<file path="config.mk">
export PLATFORM = sky130hd
export DESIGN_NAME = pc_redirect_ctrl
export DESIGN_NICKNAME = d
export VERILOG_FILES = /design/src/rtl/pc_redirect_ctrl.sv
export SDC_FILE = /design/constraint.sdc
export NUM_CORES = 1
export LEC_CHECK = 0
export CAP_MARGIN = 20
export CORE_ASPECT_RATIO = 1.1
export CORE_UTILIZATION = 59
export CTS_CLUSTER_DIAMETER = 60
export DETAILED_ROUTE_END_ITERATION = 7
export DONT_BUFFER_PORTS = 1
export PLACE_DENSITY_LB_ADDON = 0.15
export SYNTH_ARGS = -nofsm -noshare
export SYNTH_HDL_FRONTEND = slang
export SYNTH_SLANG_ARGS = --single-unit
</file>
<file path="constraint.sdc">
create_clock -name clk_i -period 4.05 [get_ports clk_i]
set_input_delay 0.6075 -clock clk_i [delete_from_list [all_inputs] [get_ports clk_i]]
set_output_delay 0.6075 -clock clk_i [all_outputs]
set_load 0.005 [all_outputs]
</file>
<file path="src/rtl/pc_redirect_ctrl.sv">
// pc_redirect_ctrl: fetch PC sequencer with req/ack imem handshake, decode stall hold,
// and branch/jump redirect with a counted flush.
// Optional build macro PC_ALIGN_CHECK_EN: reject misaligned redirect targets and raise
// a sticky addr_err_o. Without it, the low two target bits are cleared instead.
module pc_redirect_ctrl #(
  parameter logic [31:0] RESET_PC     = 32'h0000_0000,
  parameter int unsigned FLUSH_CYCLES = 2
) (
  input  logic        clk_i,
  input  logic        rst_ni,
  input  logic        redirect_valid_i,
  input  logic [1:0]  flag_i,
  input  logic [31:0] jump_address_i,
  input  logic [31:0] branch_pc_i,
  input  logic [15:0] branch_imm_i,
  input  logic        stall_i,
  input  logic        imem_ack_i,
  output logic        imem_req_o,
  output logic [31:0] imem_addr_o,
  output logic        if_valid_o,
  output logic [31:0] if_pc_o,
  output logic        flush_o,
  output logic        addr_err_o,
  output logic [15:0] redirect_cnt_o
);
  typedef enum logic [1:0] {FETCH, STALL, DRAIN, FLUSH} state_e;
  localparam logic [3:0] FLUSH_LOAD = 4'(FLUSH_CYCLES - 1);
  state_e      state_q;
  logic [31:0] pc_q, pending_q, if_pc_q;
  logic [31:0] bpc4, br_tgt, j_tgt, raw_tgt, tgt;
  logic [3:0]  fcnt_q;
  logic [15:0] redirect_cnt_q;
  logic        if_valid_q, flush_q, accept;
  // Redirect target for each flag encoding; arithmetic wraps mod 2^32.
  always_comb begin
    bpc4    = branch_pc_i + 32'd4;
    br_tgt  = bpc4 + {{14{branch_imm_i[15]}}, branch_imm_i, 2'b00};
    j_tgt   = {bpc4[31:28], jump_address_i[25:0], 2'b00};
    raw_tgt = flag_i[1] ? (flag_i[0] ? jump_address_i : j_tgt) : br_tgt;
  end
`ifdef PC_ALIGN_CHECK_EN
  logic misalign, addr_err_q;
  assign misalign   = raw_tgt[1:0] != 2'b00;
  assign tgt        = raw_tgt;
  assign accept     = redirect_valid_i && !misalign;
  assign addr_err_o = addr_err_q;
  // Sticky flag recording any rejected misaligned redirect.
  always_ff @(posedge clk_i) begin
    if (!rst_ni) addr_err_q <= 1'b0;
    else if (redirect_valid_i && misalign) addr_err_q <= 1'b1;
  end
`else
  assign tgt        = raw_tgt & ~32'h3;
  assign accept     = redirect_valid_i;
  assign addr_err_o = 1'b0;
`endif
  // Saturating count of accepted redirects.
  always_ff @(posedge clk_i) begin
    if (!rst_ni) redirect_cnt_q <= '0;
    else if (accept && redirect_cnt_q != 16'hFFFF) redirect_cnt_q <= redirect_cnt_q + 16'd1;
  end
  // Fetch sequencer; a redirect always wins over normal fetch progress.
  always_ff @(posedge clk_i) begin
    if (!rst_ni) begin
      state_q    <= FETCH;
      pc_q       <= RESET_PC;
      pending_q  <= '0;
      fcnt_q     <= '0;
      if_valid_q <= 1'b0;
      if_pc_q    <= '0;
      flush_q    <= 1'b0;
    end else begin
      case (state_q)
        FETCH: begin
          if (accept) begin
            if_valid_q <= 1'b0;
            flush_q    <= 1'b1;
            if (imem_ack_i) begin
              pc_q    <= tgt;
              fcnt_q  <= FLUSH_LOAD;
              state_q <= FLUSH;
            end else begin
              pending_q <= tgt;
              state_q   <= DRAIN;
            end
          end else if (imem_ack_i) begin
            if_valid_q <= 1'b1;
            if_pc_q    <= pc_q;
            pc_q       <= pc_q + 32'd4;
            state_q    <= stall_i ? STALL : FETCH;
          end else begin
            if_valid_q <= 1'b0;
          end
        end
        STALL: begin
          if (accept) begin
            if_valid_q <= 1'b0;
            flush_q    <= 1'b1;
            pc_q       <= tgt;
            fcnt_q     <= FLUSH_LOAD;
            state_q    <= FLUSH;
          end else if (!stall_i) begin
            if_valid_q <= 1'b0;
            state_q    <= FETCH;
          end
        end
        DRAIN: begin
          if (imem_ack_i) begin
            pc_q    <= accept ? tgt : pending_q;
            fcnt_q  <= FLUSH_LOAD;
            state_q <= FLUSH;
          end else if (accept) begin
            pending_q <= tgt;
          end
        end
        FLUSH: begin
          if (accept) begin
            pc_q   <= tgt;
            fcnt_q <= FLUSH_LOAD;
          end else if (fcnt_q == 4'd0) begin
            flush_q <= 1'b0;
            state_q <= FETCH;
          end else begin
            fcnt_q <= fcnt_q - 4'd1;
          end
        end
        default: state_q <= FETCH;
      endcase
    end
  end
  assign imem_req_o     = rst_ni && (state_q == FETCH || state_q == DRAIN);
  assign imem_addr_o    = pc_q;
  assign if_valid_o     = if_valid_q;
  assign if_pc_o        = if_pc_q;
  assign flush_o        = flush_q;
  assign redirect_cnt_o = redirect_cnt_q;
endmodule

</file>
==> Yosys cells after proc, flatten, opt, wreduce, memory -nomap -nowiden <==
Index checks and enable logic that the tools add are counted.
{ "totals": {"reg_bits": 120, "output_inout_bits": 84} }
{ "op_classes": {"addsub": 5, "eq_ne": 17, "n_mux": 38, "n_bitwise": 1, "n_reduce_logical": 17} }
{ "op_table": {"columns": ["operator", "count"], "rows": [
  ["2-to-1 mux 32 bit", 11],
  ["case mux 32 bit (3 select lines)", 1],
  ["adder 32 x 3 -> 32 bit, second input constant", 2],
  ["case mux 32 bit (2 select lines)", 1],
  ["adder 32 bit", 1],
  ["2-to-1 mux 4 bit", 5],
  ["adder 16 x 1 -> 16 bit, second input constant", 1],
  ["inequality test 16 bit, second input constant", 1],
  ["inequality test 2 bit, second input constant", 8],
  ["case mux 4 bit (4 select lines)", 1],
  ["2-to-1 mux 2 bit", 7],
  ["2-to-1 mux 1 bit", 9],
  ["inequality test 3 bit, second input constant", 3],
  ["AND reduction 3 bit", 3],
  ["case mux 2 bit (4 select lines)", 1],
  ["AND reduction 4 bit", 2],
  ["nonzero test 2 bit", 3],
  ["AND reduction 5 bit", 1],
  ["== test 2 bit, second input constant", 2],
  ["zero test 4 bit", 1],
  ["inequality test 2 x 1 -> 1 bit, second input constant", 2],
  ["case mux 1 bit (2 select lines)", 2],
  ["OR reduction 2 bit", 2],
  ["subtractor 4 x 1 -> 4 bit, second input constant", 1],
  ["other kinds (6)", 7]
]} }

==> Depth between registers and ports, before layout <==
{ "depth": {"ltp_word": 6, "ltp_mapped": 16, "depth_no_buf": 15} }

==> Worst setup path before layout <==
OpenSTA, ideal clock, no wires.
{ "synth_path": {"kind": "input port to flip-flop", "from": "input port branch_pc_i[8]", "to": "register pending_q[28]", "setup_ns": 0.070, "arrival_time_ns": 3.892, "slack_ns": 0.088, "cell_stages": 16, "path_cell_list": "nand4_2 -> or4b_1 -> buf_2 -> or2_4 -> nor3_1 -> xor2_1 -> ha_1 -> clkbuf_1 -> a21oi_1 -> o21ai_0 -> a21o_1 -> a21oi_1 -> o21bai_1 -> or3_1 -> a31o_2 -> a21oi_1"} }
{ "synth_between": {"elab_chain_len": 6, "elab_cells_between_ends": 9, "cone_classes": "2 x add/sub; 7 x mux"} }
{ "synth_rtl": {"columns": ["item", "line", "rtl"], "rows": [
  ["from (decl)", "14", "input logic [31:0] branch_pc_i,"],
  ["adder 32 x 3 -> 32 bit *", "36", "bpc4 = branch_pc_i + 32'd4;"],
  ["adder 32 bit / 2-to-1 mux 32 bit (equally long branches)", "37, 39", null],
  ["2-to-1 mux 32 bit *", "39", "raw_tgt = flag_i[1] ? (flag_i[0] ? jump_address_i : j_tgt) : br_tgt;"],
  ["2-to-1 mux 32 bit, on equally long branches", "112, 78", null],
  ["2-to-1 mux 32 bit, on equally long branches", "108, 75", null],
  ["case mux 32 bit (2 select lines) *", "73", "case (state_q)"],
  ["to (signal assigned)", "83", "pending_q <= tgt;"],
  ["to (signal assigned)", "113", "pending_q <= tgt;"],
  ["to (decl)", "29", "logic [31:0] pc_q, pending_q, if_pc_q;"]
]} }
Mark *: on every way between the ends. The rest lies on a longest branch, timed or not. The select of a mux whose other input is x is not followed.
A chain may end at the register's enable or synchronous reset.

==> Worst setup path after layout <==
{ "layout_path": {"from": "input port branch_pc_i[2]", "to": "register pc_q[29] (netlist: imem_addr_o[29])"} }
{ "layout_between": {"elab_chain_len": 6, "elab_cells_between_ends": 10, "cone_classes": "2 x add/sub; 8 x mux"} }
{ "layout_rtl": {"columns": ["item", "line", "rtl"], "rows": [
  ["adder 32 x 3 -> 32 bit *", "36", null],
  ["adder 32 bit / 2-to-1 mux 32 bit (equally long branches)", "37, 39", null],
  ["2-to-1 mux 32 bit *", "39", null],
  ["2-to-1 mux 32 bit, on equally long branches", "96, 117, 78", null],
  ["2-to-1 mux 32 bit, on equally long branches", "108, 75", null],
  ["case mux 32 bit (3 select lines) *", "73", null],
  ["to (signal assigned)", "99", "pc_q <= tgt;"],
  ["to (signal assigned)", "109", "pc_q <= accept ? tgt : pending_q;"],
  ["to (signal assigned)", "118", "pc_q <= tgt;"],
  ["to (decl)", "29", null]
]} }
Marked as above.

==> flow_summary.toml <==
[synth]
ys_seq_elements = 120
synth_top_area_frac = 0.294
yosys.area.top_type = "dfxtp_1"
ys_seq_area_frac = 0.294
synth_common_cells = "nand2_1 (159), dfxtp_1 (120), a21oi_1 (96), nor2_1 (94), o21ai_0 (79)"
postSynthCellCount = 1081
yosysMostFrequentCell = "nand2_1"
yosysWarnings = 0
synthDistinctLibCells = 64
synth.cell_area_um2 = 8180
synth_edf_count = 0
async_flop_share = 0
synth_nets = 1205
ys.flop_type = "dfxtp_1"
avgSynthCellArea_um2 = 7.57
synthTopCellsByArea = "dfxtp_1 (29%), nand2_1 (7.3%), a21oi_1 (5.9%)"

[worst_setup_path]
cp-start-kind = "input port"
critical_path_required_ps = 4360
critPathKind = "input port to flip-flop"
endpoint_kind = "flip-flop"
critPathMaxFanout = 5
crit_arrival_ps = 3970

[timing]
fin_crit_ps = 3660
drv_slew = 0
rsz0062_at_grt = "false"
hold_viol = 0
finalClockSkew_ps = 6.45
period_share = 0.904
slew_headroom = 0.425
setup_tns_ps = 0
setup_viol = 0
fmax_mhz = 273
worst_slew_pin_slew_ps = 861

[placement]
dpl.cell_count = 1242
dpl.hpwl_um = 15900
placed_area_um2 = 8490
gp_congestion = 0.934
numPortBuffers = 0

[cells_and_area]
final_area_um2 = 9110
num-nets-final = 1201
n_antenna_cell = 0
final_cells = 1272
syn2layout_area_growth_pct = 11.3
final_core_util = 0.681
layout-drive-gt1-share = 0.0892
fill_cells = 1211

[cts]
cts_resized = 0
numCtsBuffers = 17
cts_buffer_depth = 2
post_cts_buffers = 0
clockRootBuffer = "clkbuf_16"
htree_num_levels = 4
cts_tree = "built"
cts_sinks = 120
insertion_delay_ps = 410
path_clk_slew_ps = 50
postCtsHoldBufs = 0

[detailed_routing]
num_vias = 7769
routed_wl_um = 21800
ant_nets = 0
drt-vias-per-instance = 6.11
wire_per_inst_um = 17.2
drtIter0Drc = 592
firstDrtPassIters = 5
drc = 0

[die]
die_w_um = 114
fp.dieH_um = 126
core_um2 = 13400
die-area_um2 = 14300
rows = 44
io-pin-count = 171
initial_utilization = 0.612

[pwr]
powerDensity_nw_per_um2 = 401
ir_drop_v = 0.000334
p_leak_nw = 3.50

[run_status]
status = "finished, final reports clean"

[global_route]
gr-total-overflow = 0
grt_pass1_vias = 7362
grt_pass1_wl_um = 35800
grt_max_degree = 73
antenna_found_initial = 0
grt_use_total = 0.310

[hold_path]
hp-class = "input port to flip-flop"

[run]
maxCapViolCount = 0
## final timing paths
check                    from              end  slack (ps)  cells past startpoint
min          redirect_valid_i  imem_addr_o[17]         300                      1
max            branch_pc_i[2]  imem_addr_o[29]         390                     14
min reg2reg     pending_q[12]    pending_q[12]         450                      2
max reg2reg    imem_addr_o[4]  imem_addr_o[27]        1420                      8
## worst max-delay path, cell delays in order
cell	delay, ps
and3_1	160
or4b_1	590
or2_4	300
nor3_1	230
xor2_1	120
ha_1	330
nand2_1	70
o21ai_0	240
a31oi_1	120
o21ai_0	240
mux2_2	370
o22ai_1	140
nand3_1	180
a221oi_1	280
## kinds of logic (layout without fill, tap and decap cells)
group / count (synthesis) / count (layout) / share of synthesized area
DFF: 120 / 120 / 0.294
AOI/OAI and AO/OA: 299 / 299 / 0.229
and+or+nand+nor: 400 / 400 / 0.224
adders and majority gates: 37 / 37 / 0.0575
muxes: 45 / 45 / 0.0561
xor gates and xnor gates: 90 / 90 / 0.0980
other: 1 / 1 / 0.000458
buffers and inverters: 89 / 96 / 0.0416
## layer usage
layer,GRT usage,up-vias,routed length [um]
met1,0.394,3568,9430
met3,0.0800,26,1890
met4,0.0856,0,359
li1,-,3856,-
met5,0,-,0
met2,0.514,319,10100
## sequential cells by signal (all words and copies together), names as in the netlist
name / flops
flush_o: 1
imem_addr_o: 32
if_valid_o: 1
fcnt_q: 4
if_pc_o: 32
pending_q: 32
state_q: 2
redirect_cnt_o: 16
## layout make-up
cell class | instances | area, um^2 | share of cell area
Clock buffer | 24 | 512 | 0.0562
Inverter | 25 | 93.8 | 0.0103
Sequential cell | 120 | 2400 | 0.264
Clock inverter | 6 | 113 | 0.0124
Tap cell | 184 | 230 | 0.0253
Multi-Input combinational cell | 872 | 5450 | 0.598
Timing Repair Buffer | 41 | 308 | 0.0338
## stage by stage
stage / hold slack, ps / setup slack (ps) / power (mW)
finish: 301 / 388 / 3.65
floorplan: 432 / 88.0 / 1.91
global route: 295 / 147 / 3.82
CTS: 290 / 379 / 3.65
detailed placement: 445 / -28.5 / 2.09
global placement: 440 / -28.1 / 2.08
## cells in the final DEF, fill, tap and decap left out, types with 21 or more instances in the layout
| cell | n |
|---|---|
| dfxtp_1 | 120 |
| nor3_1 | 24 |
| nor2_1 | 94 |
| xnor2_1 | 48 |
| nand2_1 | 159 |
| ha_1 | 36 |
| mux2i_1 | 38 |
| nand4_1 | 21 |
| buf_4 | 41 |
| a21oi_1 | 96 |
| nand3_1 | 39 |
| xor2_1 | 41 |
| inv_1 | 23 |
| o21ai_0 | 79 |
## power breakdown
| group | internal [mW] | switching, mW | leakage, nW | total (mW) |
|---|---|---|---|---|
| logic | 0.312 | 0.400 | 2.22 | 0.713 |
| clock network | 1.06 | 0.509 | 0.297 | 1.57 |
| registers | 1.26 | 0.114 | 0.982 | 1.37 |
No activity file was read; power rests on OpenSTA's default activity.
